[src/rtl/race_arbiter_if.sv]
// rtl/race_arbiter_if.sv - counter handshake and response bundle for race_arbiter
interface race_arbiter_if #(
    parameter int RESP_WIDTH = 8
);
    logic                  start;
    logic                  finished_a;
    logic                  finished_b;
    logic                  counter_clear;
    logic                  counter_enable;
    logic                  busy;
    logic [RESP_WIDTH-1:0] resp_word;
    logic                  resp_valid;
    logic                  resp_ready;
    logic                  tie_seen;
    logic                  timeout_seen;
    logic [7:0]            tie_count;

    modport master (
        input  start,
        input  finished_a,
        input  finished_b,
        input  resp_ready,
        output counter_clear,
        output counter_enable,
        output busy,
        output resp_word,
        output resp_valid,
        output tie_seen,
        output timeout_seen,
        output tie_count
    );

    modport slave (
        output start,
        output finished_a,
        output finished_b,
        output resp_ready,
        input  counter_clear,
        input  counter_enable,
        input  busy,
        input  resp_word,
        input  resp_valid,
        input  tie_seen,
        input  timeout_seen,
        input  tie_count
    );
endinterface

[src/rtl/race_arbiter.sv]
// rtl/race_arbiter.sv - referees races between two counters and packs results into response words
// Optional tie counter built only when RACE_TIE_COUNT_EN is defined.
module race_arbiter #(
    parameter int RESP_WIDTH     = 8,
    parameter int TIMEOUT_CYCLES = 1023
) (
    input  logic           clk,
    input  logic           reset,
    race_arbiter_if.master bus
);
    localparam int                IDX_W    = $clog2(RESP_WIDTH + 1);
    localparam logic [15:0]       TMO_LAST = 16'(TIMEOUT_CYCLES - 1);
    localparam logic [IDX_W-1:0]  IDX_LAST = IDX_W'(RESP_WIDTH - 1);

    typedef enum logic [2:0] {
        S_IDLE,
        S_CLEAR,
        S_RACE,
        S_RECORD,
        S_OUTPUT
    } state_t;

    state_t                state_q, state_d;
    logic [15:0]           tmo_q, tmo_d;
    logic [IDX_W-1:0]      idx_q, idx_d;
    logic [RESP_WIDTH-1:0] word_q, word_d;
    logic                  tie_seen_q, tie_seen_d;
    logic                  tmo_seen_q, tmo_seen_d;
    // Outcome of the race just finished, consumed by RECORD.
    logic                  res_bit_q, res_bit_d;
    logic                  res_tie_q, res_tie_d;
    logic                  res_tmo_q, res_tmo_d;

    always_comb begin
        state_d    = state_q;
        tmo_d      = tmo_q;
        idx_d      = idx_q;
        word_d     = word_q;
        tie_seen_d = tie_seen_q;
        tmo_seen_d = tmo_seen_q;
        res_bit_d  = res_bit_q;
        res_tie_d  = res_tie_q;
        res_tmo_d  = res_tmo_q;

        case (state_q)
            S_IDLE: begin
                if (bus.start) begin
                    state_d = S_CLEAR;
                end
            end
            S_CLEAR: begin
                tmo_d   = '0;
                state_d = S_RACE;
            end
            S_RACE: begin
                tmo_d = tmo_q + 16'd1;
                // A goal pulse on the final timeout cycle still wins over the timeout.
                if (bus.finished_a || bus.finished_b) begin
                    res_bit_d = bus.finished_a & ~bus.finished_b;
                    res_tie_d = bus.finished_a & bus.finished_b;
                    res_tmo_d = 1'b0;
                    state_d   = S_RECORD;
                end else if (tmo_q == TMO_LAST) begin
                    res_bit_d = 1'b0;
                    res_tie_d = 1'b0;
                    res_tmo_d = 1'b1;
                    state_d   = S_RECORD;
                end
            end
            S_RECORD: begin
                for (int i = 0; i < RESP_WIDTH; i++) begin
                    if (idx_q == IDX_W'(i)) begin
                        word_d[i] = res_bit_q;
                    end
                end
                tie_seen_d = tie_seen_q | res_tie_q;
                tmo_seen_d = tmo_seen_q | res_tmo_q;
                idx_d      = idx_q + IDX_W'(1);
                state_d    = (idx_q == IDX_LAST) ? S_OUTPUT : S_IDLE;
            end
            S_OUTPUT: begin
                if (bus.resp_ready) begin
                    state_d    = S_IDLE;
                    idx_d      = '0;
                    word_d     = '0;
                    tie_seen_d = 1'b0;
                    tmo_seen_d = 1'b0;
                end
            end
            default: begin
                state_d = S_IDLE;
            end
        endcase
    end

    always_ff @(posedge clk or negedge reset) begin
        if (!reset) begin
            state_q    <= S_IDLE;
            tmo_q      <= '0;
            idx_q      <= '0;
            word_q     <= '0;
            tie_seen_q <= 1'b0;
            tmo_seen_q <= 1'b0;
            res_bit_q  <= 1'b0;
            res_tie_q  <= 1'b0;
            res_tmo_q  <= 1'b0;
        end else begin
            state_q    <= state_d;
            tmo_q      <= tmo_d;
            idx_q      <= idx_d;
            word_q     <= word_d;
            tie_seen_q <= tie_seen_d;
            tmo_seen_q <= tmo_seen_d;
            res_bit_q  <= res_bit_d;
            res_tie_q  <= res_tie_d;
            res_tmo_q  <= res_tmo_d;
        end
    end

    assign bus.counter_clear  = (state_q == S_CLEAR);
    assign bus.counter_enable = (state_q == S_RACE);
    assign bus.busy           = (state_q != S_IDLE);
    assign bus.resp_valid     = (state_q == S_OUTPUT);
    assign bus.resp_word      = word_q;
    assign bus.tie_seen       = tie_seen_q;
    assign bus.timeout_seen   = tmo_seen_q;

`ifdef RACE_TIE_COUNT_EN
    logic [7:0] tie_cnt_q, tie_cnt_d;

    always_comb begin
        tie_cnt_d = tie_cnt_q;
        if ((state_q == S_RECORD) && res_tie_q && (tie_cnt_q != 8'hFF)) begin
            tie_cnt_d = tie_cnt_q + 8'd1;
        end
    end

    always_ff @(posedge clk or negedge reset) begin
        if (!reset) begin
            tie_cnt_q <= 8'd0;
        end else begin
            tie_cnt_q <= tie_cnt_d;
        end
    end

    assign bus.tie_count = tie_cnt_q;
`else
    assign bus.tie_count = 8'd0;
`endif

endmodule
[src/flat_wrapper.sv]
// flat-port wrapper written by rule: the top's interface ports become plain ports
module race_arbiter_flat 
#(
    parameter int RESP_WIDTH     = 8,
    parameter int TIMEOUT_CYCLES = 1023
)
  (clk, reset, bus_start, bus_finished_a, bus_finished_b, bus_resp_ready, bus_counter_clear, bus_counter_enable, bus_busy, bus_resp_word, bus_resp_valid, bus_tie_seen, bus_timeout_seen, bus_tie_count);
  race_arbiter_if #(.RESP_WIDTH(RESP_WIDTH)) bus_i ();
  input  logic clk;
  input  logic reset;
  input wire logic [$bits(bus_i.start)-1:0] bus_start;
  input wire logic [$bits(bus_i.finished_a)-1:0] bus_finished_a;
  input wire logic [$bits(bus_i.finished_b)-1:0] bus_finished_b;
  input wire logic [$bits(bus_i.resp_ready)-1:0] bus_resp_ready;
  output wire logic [$bits(bus_i.counter_clear)-1:0] bus_counter_clear;
  output wire logic [$bits(bus_i.counter_enable)-1:0] bus_counter_enable;
  output wire logic [$bits(bus_i.busy)-1:0] bus_busy;
  output wire logic [$bits(bus_i.resp_word)-1:0] bus_resp_word;
  output wire logic [$bits(bus_i.resp_valid)-1:0] bus_resp_valid;
  output wire logic [$bits(bus_i.tie_seen)-1:0] bus_tie_seen;
  output wire logic [$bits(bus_i.timeout_seen)-1:0] bus_timeout_seen;
  output wire logic [$bits(bus_i.tie_count)-1:0] bus_tie_count;
  assign bus_i.start = bus_start;
  assign bus_i.finished_a = bus_finished_a;
  assign bus_i.finished_b = bus_finished_b;
  assign bus_i.resp_ready = bus_resp_ready;
  assign bus_counter_clear = bus_i.counter_clear;
  assign bus_counter_enable = bus_i.counter_enable;
  assign bus_busy = bus_i.busy;
  assign bus_resp_word = bus_i.resp_word;
  assign bus_resp_valid = bus_i.resp_valid;
  assign bus_tie_seen = bus_i.tie_seen;
  assign bus_timeout_seen = bus_i.timeout_seen;
  assign bus_tie_count = bus_i.tie_count;
  race_arbiter #(.RESP_WIDTH(RESP_WIDTH), .TIMEOUT_CYCLES(TIMEOUT_CYCLES)) u_core (.clk(clk), .reset(reset), .bus(bus_i));
endmodule
[config.mk]
export PLATFORM = sky130hd
export DESIGN_NAME = race_arbiter_flat
export DESIGN_NICKNAME = d
export VERILOG_FILES = /design/src/rtl/race_arbiter_if.sv /design/src/rtl/race_arbiter.sv /design/src/flat_wrapper.sv
export SDC_FILE = /design/constraint.sdc
export NUM_CORES = 1
export LEC_CHECK = 0
export BUFFER_PORTS_ARGS = -buffer_cell sky130_fd_sc_hd__clkbuf_2
export CAP_MARGIN = 25
export CORE_ASPECT_RATIO = 0.8
export CORE_MARGIN = 3
export CORE_UTILIZATION = 30
export DETAILED_ROUTE_END_ITERATION = 7
export SLEW_MARGIN = 20
export SYNTH_ARGS = -nofsm -noshare
export SYNTH_HDL_FRONTEND = slang
export SYNTH_SLANG_ARGS = --single-unit
[constraint.sdc]
create_clock -name clk -period 1.6 [get_ports clk]
set_input_delay 0 -clock clk [delete_from_list [all_inputs] [get_ports clk]]
set_output_delay 0 -clock clk [all_outputs]
set_load 0.02 [all_outputs]
==> flow_summary.toml <==
[run_status]
outcome = "complete, no violations"

[floorplan]
start_util_pct = 31.6
die_h_um = 77.4
rows = 25
ios = 28
die_x_um = 95.2
coreArea_um2 = 6040
dieArea_um2 = 7370

[yosys]
synthTopCellsByCount = "dfrtp_1, nand2_1, o21ai_0"
syn_inst = 202
synth_ff_type = "dfrtp_1"
ys.warnings.count = 0
yosysSeqAreaShare_pct = 47.2
synth-seq-cells = 36
ys_types = 40
synthesis.area_um2 = 1910
synth_edf_count = 0
synth_top_area_share_pct = 47.2
synth_area_leader_cell = "dfrtp_1"
async_reset_ff_share_pct = 100
avgSynthCellArea_um2 = 9.46
synth.area.top_cells = "dfrtp_1, nand2_1, mux2i_1"

[min_path]
whs_path_depth = 3
min_path_type = "primary input to register"
hold_path_startpoint = "bus_finished_b"
holdPathEnd = "u_core.res_bit_q"

[critical_path]
worstSetupPathType = "register to register"
rrSetupSlack_ns = 0.06
worst_path_largest_cell_delay_ns = 0.48
cp-end-kind = "register"
critPathBufInv = 1
crit_chain = "or3b_4 > inv_4 > nand4_1 > nor3_2 > mux2i_1"
cp_max_fo = 10
cp_slowest_cell = "or3b_4"
reg2reg_depth = 5
r2r_start = "u_core.state_q[2]"
crit_path_start_kind = "register"
critical-path-top-delay-family = "simple AND/OR/NAND/NOR gates"
worstReg2RegEnd = "u_core.tmo_q[13]"
critPathArrivalTime_ns = 1.75
worstPathRequired_ns = 1.81

[routing]
vias = 1559
drc = 0
drt_iter0_drc = 84
firstDrtPassIters = 4
wl_per_cell_um = 12.7
wl_um = 4140
drtAntennaViolNets = 0
viasPerCell = 4.80

[placement]
pre_cts_slack_ns = 0.0250
gp_congestion = 0.836
io_buffer_count = 19
place.detailed.hpwl_um = 3100
placedInstanceArea_um2 = 2190
dp.cells = 313

[global_routing]
overflow = 0
grt.total_usage_pct = 12.4
grt_pass1_vias = 1503
grt_start_max_net_pins = 20
antenna_found_initial = 0
grt_pass1_wl_um = 7310

[clocking]
cts_tree = "done"
path_clk_slew_ns = 0.07
clk_latency_ns = 0.28
htreeDepth = 2
cts-buffers-inserted = 5
numClockSinks = 36
cts-root-buf = "clkbuf_8"
cts.path.max_buffers = 2

[power]
leakage_nw = 1.15
p_per_area_nw_per_um2 = 1530
max-vdd-ir-drop_v = 0.000458

[timing]
setup_slack_ns = 0.0602
period_share_pct = 96.2
fin_worst_skew_ns = 0.00433
hold_viol = 0
drv_slew = 0
setup_viol = 0
rsz0062_at_grt = "true"
period_minus_slack_ns = 1.54
fmax_ghz = 0.649
worst_pin_slew_ns = 0.504
relSlewSlack_pct = 66.4

[run]
drv_cap = 0

[layout]
final_cell_area_um2 = 2330
drive_gt1_share_pct = 21.3
area_delta_synth_final_pct = 21.9
fin_nets = 255
instances_no_fill = 325
n_antenna_cell = 0
routing by layer:
metal	vias to the layer above	track usage [%]	routed length [um]
met3	4	1.84	108
met5	-	0	0
met4	0	4.76	53
met1	751	17.9	2170
li1	780	-	-
met2	24	18.6	1810
repair_timing:
item | in CTS | in global routing
hold buffers | 2 | 0
gates resized for setup | 0 | 6
setup endpoints to repair | 2 | 17
cloned | 0 | 0
buffers inserted | 2 | 0
hold endpoints to repair | 18 | 0
pin swaps | 1 | 1
worst max path at each step:
stage | start | to | cells past startpoint
floorplan | u_core.state_q[2] | u_core.tmo_q[6] | 6
global placement | u_core.state_q[2] | u_core.tmo_q[13] | 5
detailed placement | u_core.state_q[1] | u_core.tmo_q[11] | 5
CTS | u_core.state_q[0] | bus_counter_enable | 4
global route | u_core.state_q[2] | u_core.bus.resp_word[5] | 6
finish | u_core.state_q[2] | u_core.tmo_q[13] | 5
state kept, by name, summed over array words and instances, names as in the netlist:
name,count
u_core.res_tie_q,1
u_core.res_bit_q,1
u_core.bus.tie_seen,1
u_core.idx_q,4
u_core.state_q,3
u_core.bus.timeout_seen,1
u_core.tmo_q,16
u_core.bus.resp_word,8
u_core.res_tmo_q,1
through the flow:
step                power [mW]  utilization, %  hold slack, ns  TNS, ns
detailed placement        2.85            36.2        -0.00474        0
CTS                       3.57            38.3          0.0356        0
global placement          2.82            36.2         -0.0170        0
floorplan                 2.31               -          -0.296        0
global route              3.86            38.6          0.0661   -0.241
finish                    3.57            38.6          0.0473        0
report_power, final:
group / switching, mW / internal, mW
logic: 0.932 / 0.627
registers: 0.191 / 1.15
clock network: 0.316 / 0.351
total: 1.44 / 2.13
logic make-up after synthesis:
logic type | share of synthesized area, %
DFF | 47.2
adders and majority gates | 3.93
buffers and inverters | 7.07
muxes | 6.81
other | 0.196
xor gates and xnor gates | 0.917
AOI/OAI and AO/OA | 10.7
and+or+nand+nor | 23.2
placed cells by master (no fill, tap or decap), types with 2 or more instances in the layout:
cell,netlist,layout
nor3_1,3,2
and2_1,2,2
a31oi_1,5,5
ha_1,6,6
dfrtp_1,36,36
clkbuf_8,0,6
dlygate4sd3_1,0,2
mux2i_1,13,13
nor4b_1,2,2
nand3_1,6,6
buf_4,9,20
clkbuf_2,1,18
conb_1,1,8
and3_1,4,4
o211ai_1,2,2
nand4_1,9,9
o21ai_0,16,16
o31ai_1,2,2
xor2_1,2,2
nand2_1,36,36
clkbuf_1,3,2
nor2_1,11,10
inv_1,8,8
and4_1,3,3
a21oi_1,5,5
area by class of cell:
type                            instances  area [um2]
Clock buffer                            8        90.1
Tap cell                               81         101
Sequential cell                        36         901
Inverter                                9        36.3
Multi-Input combinational cell        149         908
Fill cell                             599        3710
Timing Repair Buffer                   42         292
worst register-to-register path, stage by stage, from the launching register on:
cell	delay [ns]
dfrtp_1	0.38
or3b_4	0.48
inv_4	0.11
nand4_1	0.11
nor3_2	0.19
mux2i_1	0.20
No activity file was read; power rests on OpenSTA's default activity.
